### config.mk
export PLATFORM = sky130hd
export DESIGN_NAME = maze_dfs_engine
export DESIGN_NICKNAME = d
export VERILOG_FILES = /design/src/rtl/maze_dfs_engine.sv
export SDC_FILE = /design/constraint.sdc
export NUM_CORES = 2
export LEC_CHECK = 0
export BUFFER_PORTS_ARGS = -buffer_cell sky130_fd_sc_hd__buf_2
export CORE_MARGIN = 2
export CORE_UTILIZATION = 55
export CTS_BUF_LIST = sky130_fd_sc_hd__clkbuf_8
export CTS_CLUSTER_SIZE = 24
export DETAILED_ROUTE_END_ITERATION = 10
export PLACE_DENSITY = 0.8
export SETUP_SLACK_MARGIN = 0.15
export SLEW_MARGIN = 20
export SYNTH_ARGS = -nofsm -noshare
export SYNTH_HDL_FRONTEND = slang
export SYNTH_SLANG_ARGS = --single-unit
### constraint.sdc
create_clock -name CLK -period 21.2 [get_ports CLK]
set_input_delay 1.06 -clock CLK [delete_from_list [all_inputs] [get_ports CLK]]
set_output_delay 1.06 -clock CLK [all_outputs]
set_load 0.02 [all_outputs]
### src/rtl/maze_dfs_engine.sv
// maze_dfs_engine: depth-first maze walker over a 2^N x 2^N grid.
// Starts at (0,0), searches for (2^N-1, 2^N-1), probing cell occupancy in an
// external maze memory. The solved path is kept on the direction stack and
// can be read out move-by-move once DONE.
//
// Optional build macro: MAZE_STEP_COUNT_EN adds a saturating step_count
// output (pushes + pops of the current solve).
//
// Ports:
//   CLK, RST            clock (rising edge), asynchronous active-high reset
//   start               begin a solve (accepted in IDLE/DONE/FAIL only)
//   mem_rd/mem_addr     cell probe request, address {Y,X}
//   mem_valid/mem_wall  probe response; mem_wall=1 means blocked
//   X, Y                current position
//   busy, done, fail    solve status
//   path_len            moves in solved path (DONE only)
//   rd_en               advance readout pointer
//   move, move_valid    current readout move
//   step_count          (MAZE_STEP_COUNT_EN only) push/pop count
module maze_dfs_engine #(
  parameter int N     = 4,
  parameter int DEPTH = 256,
  parameter int AW    = $clog2(DEPTH)
) (
  input  logic           CLK,
  input  logic           RST,
  input  logic           start,
  output logic           mem_rd,
  output logic [2*N-1:0] mem_addr,
  input  logic           mem_valid,
  input  logic           mem_wall,
  output logic [N-1:0]   X,
  output logic [N-1:0]   Y,
  output logic           busy,
  output logic           done,
  output logic           fail,
  output logic [AW:0]    path_len,
  input  logic           rd_en,
  output logic [1:0]     move,
  output logic           move_valid
`ifdef MAZE_STEP_COUNT_EN
  ,
  output logic [15:0]    step_count
`endif
);

  localparam int          CELLS   = 1 << (2 * N);
  localparam logic [AW:0] SP_FULL = (AW + 1)'(DEPTH);
  localparam logic [AW:0] SP_ONE  = (AW + 1)'(1);
  localparam logic [N-1:0] EDGE   = '1;

  typedef enum logic [3:0] {
    S_IDLE, S_INIT, S_PROBE, S_WAIT, S_MOVE, S_NEXT, S_BACK, S_DONE, S_FAIL
  } state_t;

  state_t           state_q, state_d;
  logic [N-1:0]     x_q, x_d, y_q, y_d;
  logic [1:0]       dir_q, dir_d;
  logic [AW:0]      sp_q, sp_d, rdptr_q, rdptr_d;
  logic [CELLS-1:0] vis_q, vis_d;
  logic [2*N-1:0]   addr_q, addr_d;
  logic [1:0]       stack_q [DEPTH];
  logic             push_en;

  logic [N-1:0]     nx, ny;
  logic             oob;
  logic [AW-1:0]    sp_dec;
  logic [1:0]       top;
  logic             rd_ok;

  // Neighbour of the current cell in direction dir_q; oob flags a carry or
  // borrow out of the N-bit coordinate.
  always_comb begin
    nx  = x_q;
    ny  = y_q;
    oob = 1'b0;
    case (dir_q)
      2'd0: begin oob = (x_q == EDGE); nx = x_q + N'(1); end
      2'd1: begin oob = (y_q == EDGE); ny = y_q + N'(1); end
      2'd2: begin oob = (x_q == '0);   nx = x_q - N'(1); end
      default: begin oob = (y_q == '0); ny = y_q - N'(1); end
    endcase
  end

  assign sp_dec = sp_q[AW-1:0] - AW'(1);
  assign top    = stack_q[sp_dec];
  assign rd_ok  = (state_q == S_DONE) && (rdptr_q < sp_q);

  always_comb begin
    state_d = state_q;
    x_d     = x_q;
    y_d     = y_q;
    dir_d   = dir_q;
    sp_d    = sp_q;
    rdptr_d = rdptr_q;
    vis_d   = vis_q;
    addr_d  = addr_q;
    push_en = 1'b0;
    case (state_q)
      S_IDLE, S_FAIL: begin
        if (start) state_d = S_INIT;
      end
      S_DONE: begin
        if (start) state_d = S_INIT;
        else if (rd_en && rd_ok) rdptr_d = rdptr_q + SP_ONE;
      end
      S_INIT: begin
        x_d      = '0;
        y_d      = '0;
        sp_d     = '0;
        rdptr_d  = '0;
        dir_d    = '0;
        vis_d    = '0;
        vis_d[0] = 1'b1;
        state_d  = S_PROBE;
      end
      S_PROBE: begin
        if (oob || vis_q[{ny, nx}]) begin
          state_d = S_NEXT;
        end else begin
          addr_d  = {ny, nx};
          state_d = S_WAIT;
        end
      end
      S_WAIT: begin
        if (mem_valid) state_d = mem_wall ? S_NEXT : S_MOVE;
      end
      S_MOVE: begin
        // dir_q is unchanged since PROBE, so nx/ny still name the probed cell.
        if (sp_q == SP_FULL) begin
          state_d = S_FAIL;
        end else begin
          push_en          = 1'b1;
          sp_d             = sp_q + SP_ONE;
          x_d              = nx;
          y_d              = ny;
          vis_d[{ny, nx}]  = 1'b1;
          dir_d            = '0;
          state_d          = (nx == EDGE && ny == EDGE) ? S_DONE : S_PROBE;
        end
      end
      S_NEXT: begin
        if (dir_q == 2'd3) begin
          state_d = S_BACK;
        end else begin
          dir_d   = dir_q + 2'd1;
          state_d = S_PROBE;
        end
      end
      S_BACK: begin
        if (sp_q == '0) begin
          state_d = S_FAIL;
        end else begin
          sp_d = sp_q - SP_ONE;
          case (top)
            2'd0:    x_d = x_q - N'(1);
            2'd1:    y_d = y_q - N'(1);
            2'd2:    x_d = x_q + N'(1);
            default: y_d = y_q + N'(1);
          endcase
          // A popped direction of 3 has no successor; keep unwinding.
          if (top != 2'd3) begin
            dir_d   = top + 2'd1;
            state_d = S_PROBE;
          end
        end
      end
      default: state_d = S_IDLE;
    endcase
  end

  always_ff @(posedge CLK or posedge RST) begin
    if (RST) begin
      state_q <= S_IDLE;
      x_q     <= '0;
      y_q     <= '0;
      dir_q   <= '0;
      sp_q    <= '0;
      rdptr_q <= '0;
      vis_q   <= '0;
      addr_q  <= '0;
    end else begin
      state_q <= state_d;
      x_q     <= x_d;
      y_q     <= y_d;
      dir_q   <= dir_d;
      sp_q    <= sp_d;
      rdptr_q <= rdptr_d;
      vis_q   <= vis_d;
      addr_q  <= addr_d;
    end
  end

  // Stack storage needs no reset: entries are only read below sp / path_len.
  always_ff @(posedge CLK) begin
    if (push_en) stack_q[sp_q[AW-1:0]] <= dir_q;
  end

  assign mem_rd     = (state_q == S_WAIT);
  assign mem_addr   = addr_q;
  assign X          = x_q;
  assign Y          = y_q;
  assign busy       = !(state_q == S_IDLE || state_q == S_DONE || state_q == S_FAIL);
  assign done       = (state_q == S_DONE);
  assign fail       = (state_q == S_FAIL);
  assign path_len   = (state_q == S_DONE) ? sp_q : '0;
  assign move_valid = rd_ok;
  assign move       = rd_ok ? stack_q[rdptr_q[AW-1:0]] : 2'b00;

`ifdef MAZE_STEP_COUNT_EN
  logic [15:0] steps_q, steps_d;

  always_comb begin
    steps_d = steps_q;
    if (state_q == S_INIT) begin
      steps_d = '0;
    end else if (((state_q == S_MOVE) && (sp_q != SP_FULL)) ||
                 ((state_q == S_BACK) && (sp_q != '0))) begin
      if (steps_q != '1) steps_d = steps_q + 16'd1;
    end
  end

  always_ff @(posedge CLK or posedge RST) begin
    if (RST) steps_q <= '0;
    else     steps_q <= steps_d;
  end

  assign step_count = steps_q;
`endif

endmodule

# After elaboration in Yosys (flattened, before gate mapping)
# Memory sizes are Yosys's and may differ from the RTL's.
# Cells that the tools add are included.
[classes] add_sub_neg=10 n_lt_le_gt_ge=3 mux=44 eq_ne=30 reduce_logical=29 bitwise=2
[op_table] cell="$pmux W256 S2" count=1
[op_table] cell="$mux W256" count=1
[op_table] cell="$or A256 B256 Y256" count=1
[op_table] cell="$mux W9" count=5
[op_table] cell="$mux W4" count=9
[op_table] cell="$pmux W4 S2" count=4
[op_table] cell="$pmux W4 S7" count=1
[op_table] cell="$pmux W9 S3" count=1
[op_table] cell="$pmux W4 S3" count=2
[op_table] cell="$eq A4 B4 Y1 const B" count=5
[op_table] cell="$add A9 B1 Y9 const B" count=2
[op_table] cell="$pmux W9 S2" count=1
[op_table] cell="$eq A4 B3 Y1 const B" count=4
[op_table] cell="$ne A2 B2 Y1 const B" count=7
[op_table] cell="$logic_not A4 Y1" count=3
[op_table] cell="$mux W2" count=5
[op_table] cell="$eq A9 B9 Y1 const B" count=1
[op_table] cell="$logic_not A9 Y1" count=1
[op_table] cell="$lt A8 B9 Y1 const B" count=1
[op_table] cell="$lt A9 B9 Y1" count=1
[op_table] cell="$mux W3" count=3
[op_table] cell="$reduce_and A3 Y1" count=3
[op_table] cell="$sub A9 B1 Y9 const B" count=1
[op_table] cell="$add A4 B1 Y4 const B" count=2
[op_table] cell="29 further kinds" count=53
[totals] mem_bits_rw=512 in_bits=6 word_cells=127 regBits=296 n_memories=1 out_inout_bits=32
[memory_table] name="stack_q" depth=256 width=2 read_ports=2 rd_clocked_by_memory_dff=0 write_ports=1 line="62" rtl="logic [1:0] stack_q [DEPTH];"

# Logic depth before layout (Yosys ltp)
[depth] ltp_word=10 ltp_mapped=21 mapped_depth_nobuf=16

# Least setup slack after synthesis
# Ideal clock, no wire load.
[synth_timing] kind="reg2reg" start="reg dir_q[1]" end="reg addr_q[0], in the netlist mem_addr[0]" arrival_ns=6.497 n_path_buf=4 required_time_ns=21.075 synth_period_minus_slack_ns=6.621 setup_ns=0.125 path_slack_ns=14.579 stages_incl_launch_ff=15 path_cell_list="dfrtp_1 -> buf_2 -> xor2_1 -> buf_2 -> buf_1 -> buf_1 -> mux4_2 -> mux2i_1 -> o22ai_1 -> o31ai_1 -> nand3_1 -> nor4_1 -> and4_1 -> nand2_4 -> mux2_2"
[synth_between] elab_chain_len=8 word_cells_on_any_way=12 classes_between="2 x eq/ne; 5 x mux; 1 x bitwise; 4 x reduce/logical"
[synth_rtl] item="from (decl)" line="58" rtl="logic [1:0] dir_q, dir_d;"
[synth_rtl] item="from (signal assigned)" line="186" rtl="dir_q <= dir_d;"
[synth_rtl] item="$eq A2 B2 Y1 / $logic_not A2 Y1 (equally long branches)" line="77" rtl="case (dir_q)"
[synth_rtl] item="$reduce_or A2 Y1 (no line)"
[synth_rtl] item="$pmux W4 S2" line="77"
[synth_rtl] item="$bmux W1 S8" line="118" rtl="if (oob || vis_q[{ny, nx}]) begin"
[synth_rtl] item="$mux W1 (implied by the code)" line="118"
[synth_rtl] item="$logic_or A1 B1 Y1" line="118"
[synth_rtl] item="$not A1 Y1 (no line)"
[synth_rtl] item="$reduce_and A2 Y1 (no line)"
[synth_rtl] item="to (signal assigned)" line="190" rtl="addr_q <= addr_d;"
[synth_rtl] item="to (decl)" line="61" rtl="logic [2*N-1:0] addr_q, addr_d;"
# Several ways; a longest one is shown, not always the timed one. The select of a mux whose other input is x is not followed.
# A chain may end at the register's enable or synchronous reset.

# Final worst setup path
[layout_timing] start="reg rdptr_q[0]" end="out move[1]"
[layout_between] elab_chain_len=3 word_cells_on_any_way=4 classes_between="1 x order compare; 1 x mux; 1 x reduce/logical; 1 x memory"
[layout_rtl] item="from (decl)" line="59" rtl="logic [AW:0] sp_q, sp_d, rdptr_q, rdptr_d;"
[layout_rtl] item="from (signal assigned)" line="188" rtl="rdptr_q <= rdptr_d;"
[layout_rtl] item="branches (longest 2 deep; another with $mem_v2 Z256 W2)"
[layout_rtl] item="$mux W2 *" line="208" rtl="assign move = rd_ok ? stack_q[rdptr_q[AW-1:0]] : 2'b00;"
[layout_rtl] item="to (decl)" line="39" rtl="output logic [1:0] move,"
# Mark *: on every way between the ends.

==> flow_metrics.env <==
export IMPL_status="completed"
export IMPL_critPathLaunchType="register"
export IMPL_grt_antenna_before_repair=4
export IMPL_initial_utilization_pct=55.6
export IMPL_maxSlewViolCount=0
export IMPL_ys_seq_area_share_pct=55.0
export IMPL_power_leakage_nw=16.2
export IMPL_cts_resized=0
export IMPL_worst_pin_slew_ns=1.26
export IMPL_drt_total_wl_mm=118
export IMPL_finalCriticalPeriod_ns=6.88
export IMPL_finalHoldWorstSlack_ns=0.398
export IMPL_peakVddDrop_uv=118
export IMPL_final_cells=4251
export IMPL_fin_skew_ns=0.0428
export IMPL_grt_pass1_wl_mm=179
export IMPL_period_share_pct=32.4
export IMPL_grt_start_max_net_pins=251
export IMPL_power_total_mw=6.01
export IMPL_grt_setup_unrepaired="false"
export IMPL_die_w_um=278
export IMPL_synth_warning_count=0
export IMPL_cp_arrival_ns=5.82
export IMPL_vias_per_cell=7.09
export IMPL_globalRouteMet1Util_pct=41.2
export IMPL_clk_pin_slew_ns=0.06
export IMPL_max_freq_ghz=0.145
export IMPL_hold_buffers=0
export IMPL_coreArea_mm2=0.0744
export IMPL_drive_above_1_share_pct=21.4
export IMPL_pin_count=38
export IMPL_setup_tns_ns=0
export IMPL_cts_root_buf="clkbuf_8"
export IMPL_cts_sinks=808
export IMPL_post_route_util_pct=60.4
export IMPL_port_buffers=37
export IMPL_crit_path_end_kind="primary output"
export IMPL_max_cap_viol_count=0
export IMPL_cts_inserted_buffers=131
export IMPL_syn_avg_cell_area_um2=12.9
export IMPL_met2_usage_pct=45.4
export IMPL_drtIter0Drc=5100
export IMPL_gr_usage_met3_pct=11.5
export IMPL_dpl_hpwl_mm=71.0
export IMPL_hold_viol=0
export IMPL_synthArstFlopShare_pct=36.6
export IMPL_synth_edf_count=512
export IMPL_clock_latency_ns=0.81
export IMPL_hold_path_class="in -> async"
export IMPL_syn2layout_area_growth_pct=8.56
export IMPL_cts_tree="built"
export IMPL_final_nets=3216
export IMPL_ys_ff_latch=808
export IMPL_placed_cells=4019
export IMPL_path_class="reg -> out"
export IMPL_setup_violations=0
export IMPL_rows=100
export IMPL_postCtsSetupBuffers=0
export IMPL_gr_max_usage_layer="met2"
export IMPL_routabilityCongestion=0.916
export IMPL_cts_buffer_depth=3
export IMPL_wl_per_cell_um=27.8
export IMPL_grt_overflow=0
export IMPL_ant_nets=0
export IMPL_synthCells=3207
export IMPL_grt_pass1_vias=29200
export IMPL_first_pass_iters=7
export IMPL_chipHeight_um=278
export IMPL_timing_slew_headroom_pct=15.1
export IMPL_crit_fanout=52
export IMPL_via_count=30100
export IMPL_power_density_mw_per_mm2=134
export IMPL_synth_main_ff_cell="edfxtp_1"
export IMPL_grt_usage_pct=30.7
export IMPL_drc=0
export IMPL_cp_data_required_time_ns=20.14
export IMPL_syn_nets=3239
export IMPL_ys_types=90
export IMPL_htreeDepth=4
export IMPL_dieArea_mm2=0.0775
export IMPL_netlist_area_mm2=0.0414
-- sequential cells by signal, summed over array words and instances, names as in the netlist --
| register | cells |
|---|---|
| vis_q | 256 |
| Y | 4 |
| sp_q | 9 |
| rdptr_q | 9 |
| X | 4 |
| mem_addr | 8 |
| state_q | 4 |
| dir_q | 2 |
| stack_q | 512 |
-- cells in the final DEF, fill, tap and decap left out, types with 7 or more instances in the layout --
cell type,Yosys,routed
nor2_1,615,609
edfxtp_1,512,512
mux4_2,335,335
a21oi_1,319,319
dfrtp_1,296,287
nand2_1,201,201
clkbuf_8,0,143
mux2i_1,123,123
inv_1,28,66
buf_4,8,65
o21ai_0,62,61
buf_2,38,37
nand3_1,41,29
mux2_2,25,25
ha_1,25,24
nor3_1,22,21
a311oi_1,19,19
clkinv_1,1,18
a221o_1,17,17
xnor2_1,18,16
nand4_1,16,16
a211oi_1,16,16
a31oi_1,16,16
o22ai_1,15,15
a22o_1,13,13
nand2b_1,12,12
xor2_1,14,12
nor2b_1,13,12
a221oi_1,12,12
nand3_2,0,12
nor4_1,11,11
clkinv_2,0,11
and3_1,10,10
a21o_1,8,8
o211ai_1,8,8
and2_1,8,8
a32oi_1,7,7
-- per-stage QoR --
step,area [um2],setup WS [ns]
3_3_place_gp,42400,14.91
3_5_place_dp,42400,14.78
4_1_cts,44900,14.30
6_report,45000,14.32
5_1_grt,45000,14.10
2_1_floorplan,41400,11.96
-- final cells by class --
class,instances,area [um2]
multi-input cells,2106,17600
clock buffers,143,1970
clock inverters,83,485
repair buffers,108,783
flip-flops and latches,808,22800
inverters,29,116
fillers,5389,29500
diodes,5,12.5
well taps,969,1210
-- where the power goes --
group | switching [mW] | internal [mW] | total (mW)
Sequential | 0.160 | 1.83 | 1.99
Combinational | 1.75 | 0.956 | 2.71
Clock | 0.639 | 0.670 | 1.31
-- worst paths after layout --
check | end | slack, ns | from | depth (start not counted)
setup reg to reg | state_q[0]$_DFFE_PP0P_ | 14.46 | sp_q[0]$_DFFE_PP0P_ | 14
setup / recovery | move[1] | 14.32 | rdptr_q[0]$_DFFE_PP0P_ | 8
hold reg to reg | vis_q[131]$_DFFE_PP0P_ | 0.50 | vis_q[131]$_DFFE_PP0P_ | 2
hold / removal | rdptr_q[6]$_DFFE_PP0P_ | 0.40 | RST | 2
min in group CLK | vis_q[131]$_DFFE_PP0P_ | 0.50 | vis_q[131]$_DFFE_PP0P_ | 2
max in group asynchronous | vis_q[8]$_DFFE_PP0P_ | 19.26 | RST | 3
-- cell usage after synthesis, drive strengths merged (18+ instances only) --
cell | n | area, um2
mux2 | 25 | 282
nor2 | 616 | 2320
mux4 | 336 | 7570
nand3 | 41 | 205
mux2i | 123 | 1230
buf | 83 | 419
o21ai | 65 | 333
nand2 | 204 | 783
xnor2 | 18 | 158
a21oi | 320 | 1610
inv | 28 | 105
nor3 | 22 | 110
ha | 25 | 313
dfrtp | 296 | 7410
edfxtp | 512 | 15400
clkbuf | 181 | 679
a311oi | 20 | 181
-- cell families after synthesis --
family / Yosys count / synth area share (%)
AO/OA/AOI/OAI: 576 / 8.61
XOR/XNOR: 33 / 0.743
adder cells (fa/ha/maj): 26 / 0.804
buffers and inverters: 293 / 2.92
flip-flops: 808 / 55.0
multiplexers: 484 / 21.9
AND/OR/NAND/NOR: 987 / 9.99
-- critical path, cell delays in order, from the launching register on --
cell and delay [ns]:
dfrtp_4 0.81, buf_4 0.79, buf_4 0.83, mux4_2 0.63
mux4_2 0.49, mux4_2 0.57, mux4_2 0.50, nor2b_1 0.15
buf_2 0.21
-- per-layer routing --
layer / vias up / share of wire [%]
met3: 472 / 15
met4: 4 / 4.4
li1: 12200 / -
met1: 14900 / 36
met5: - / 0.023
met2: 2523 / 45
Note: power is estimated with default switching activity, not from simulation.
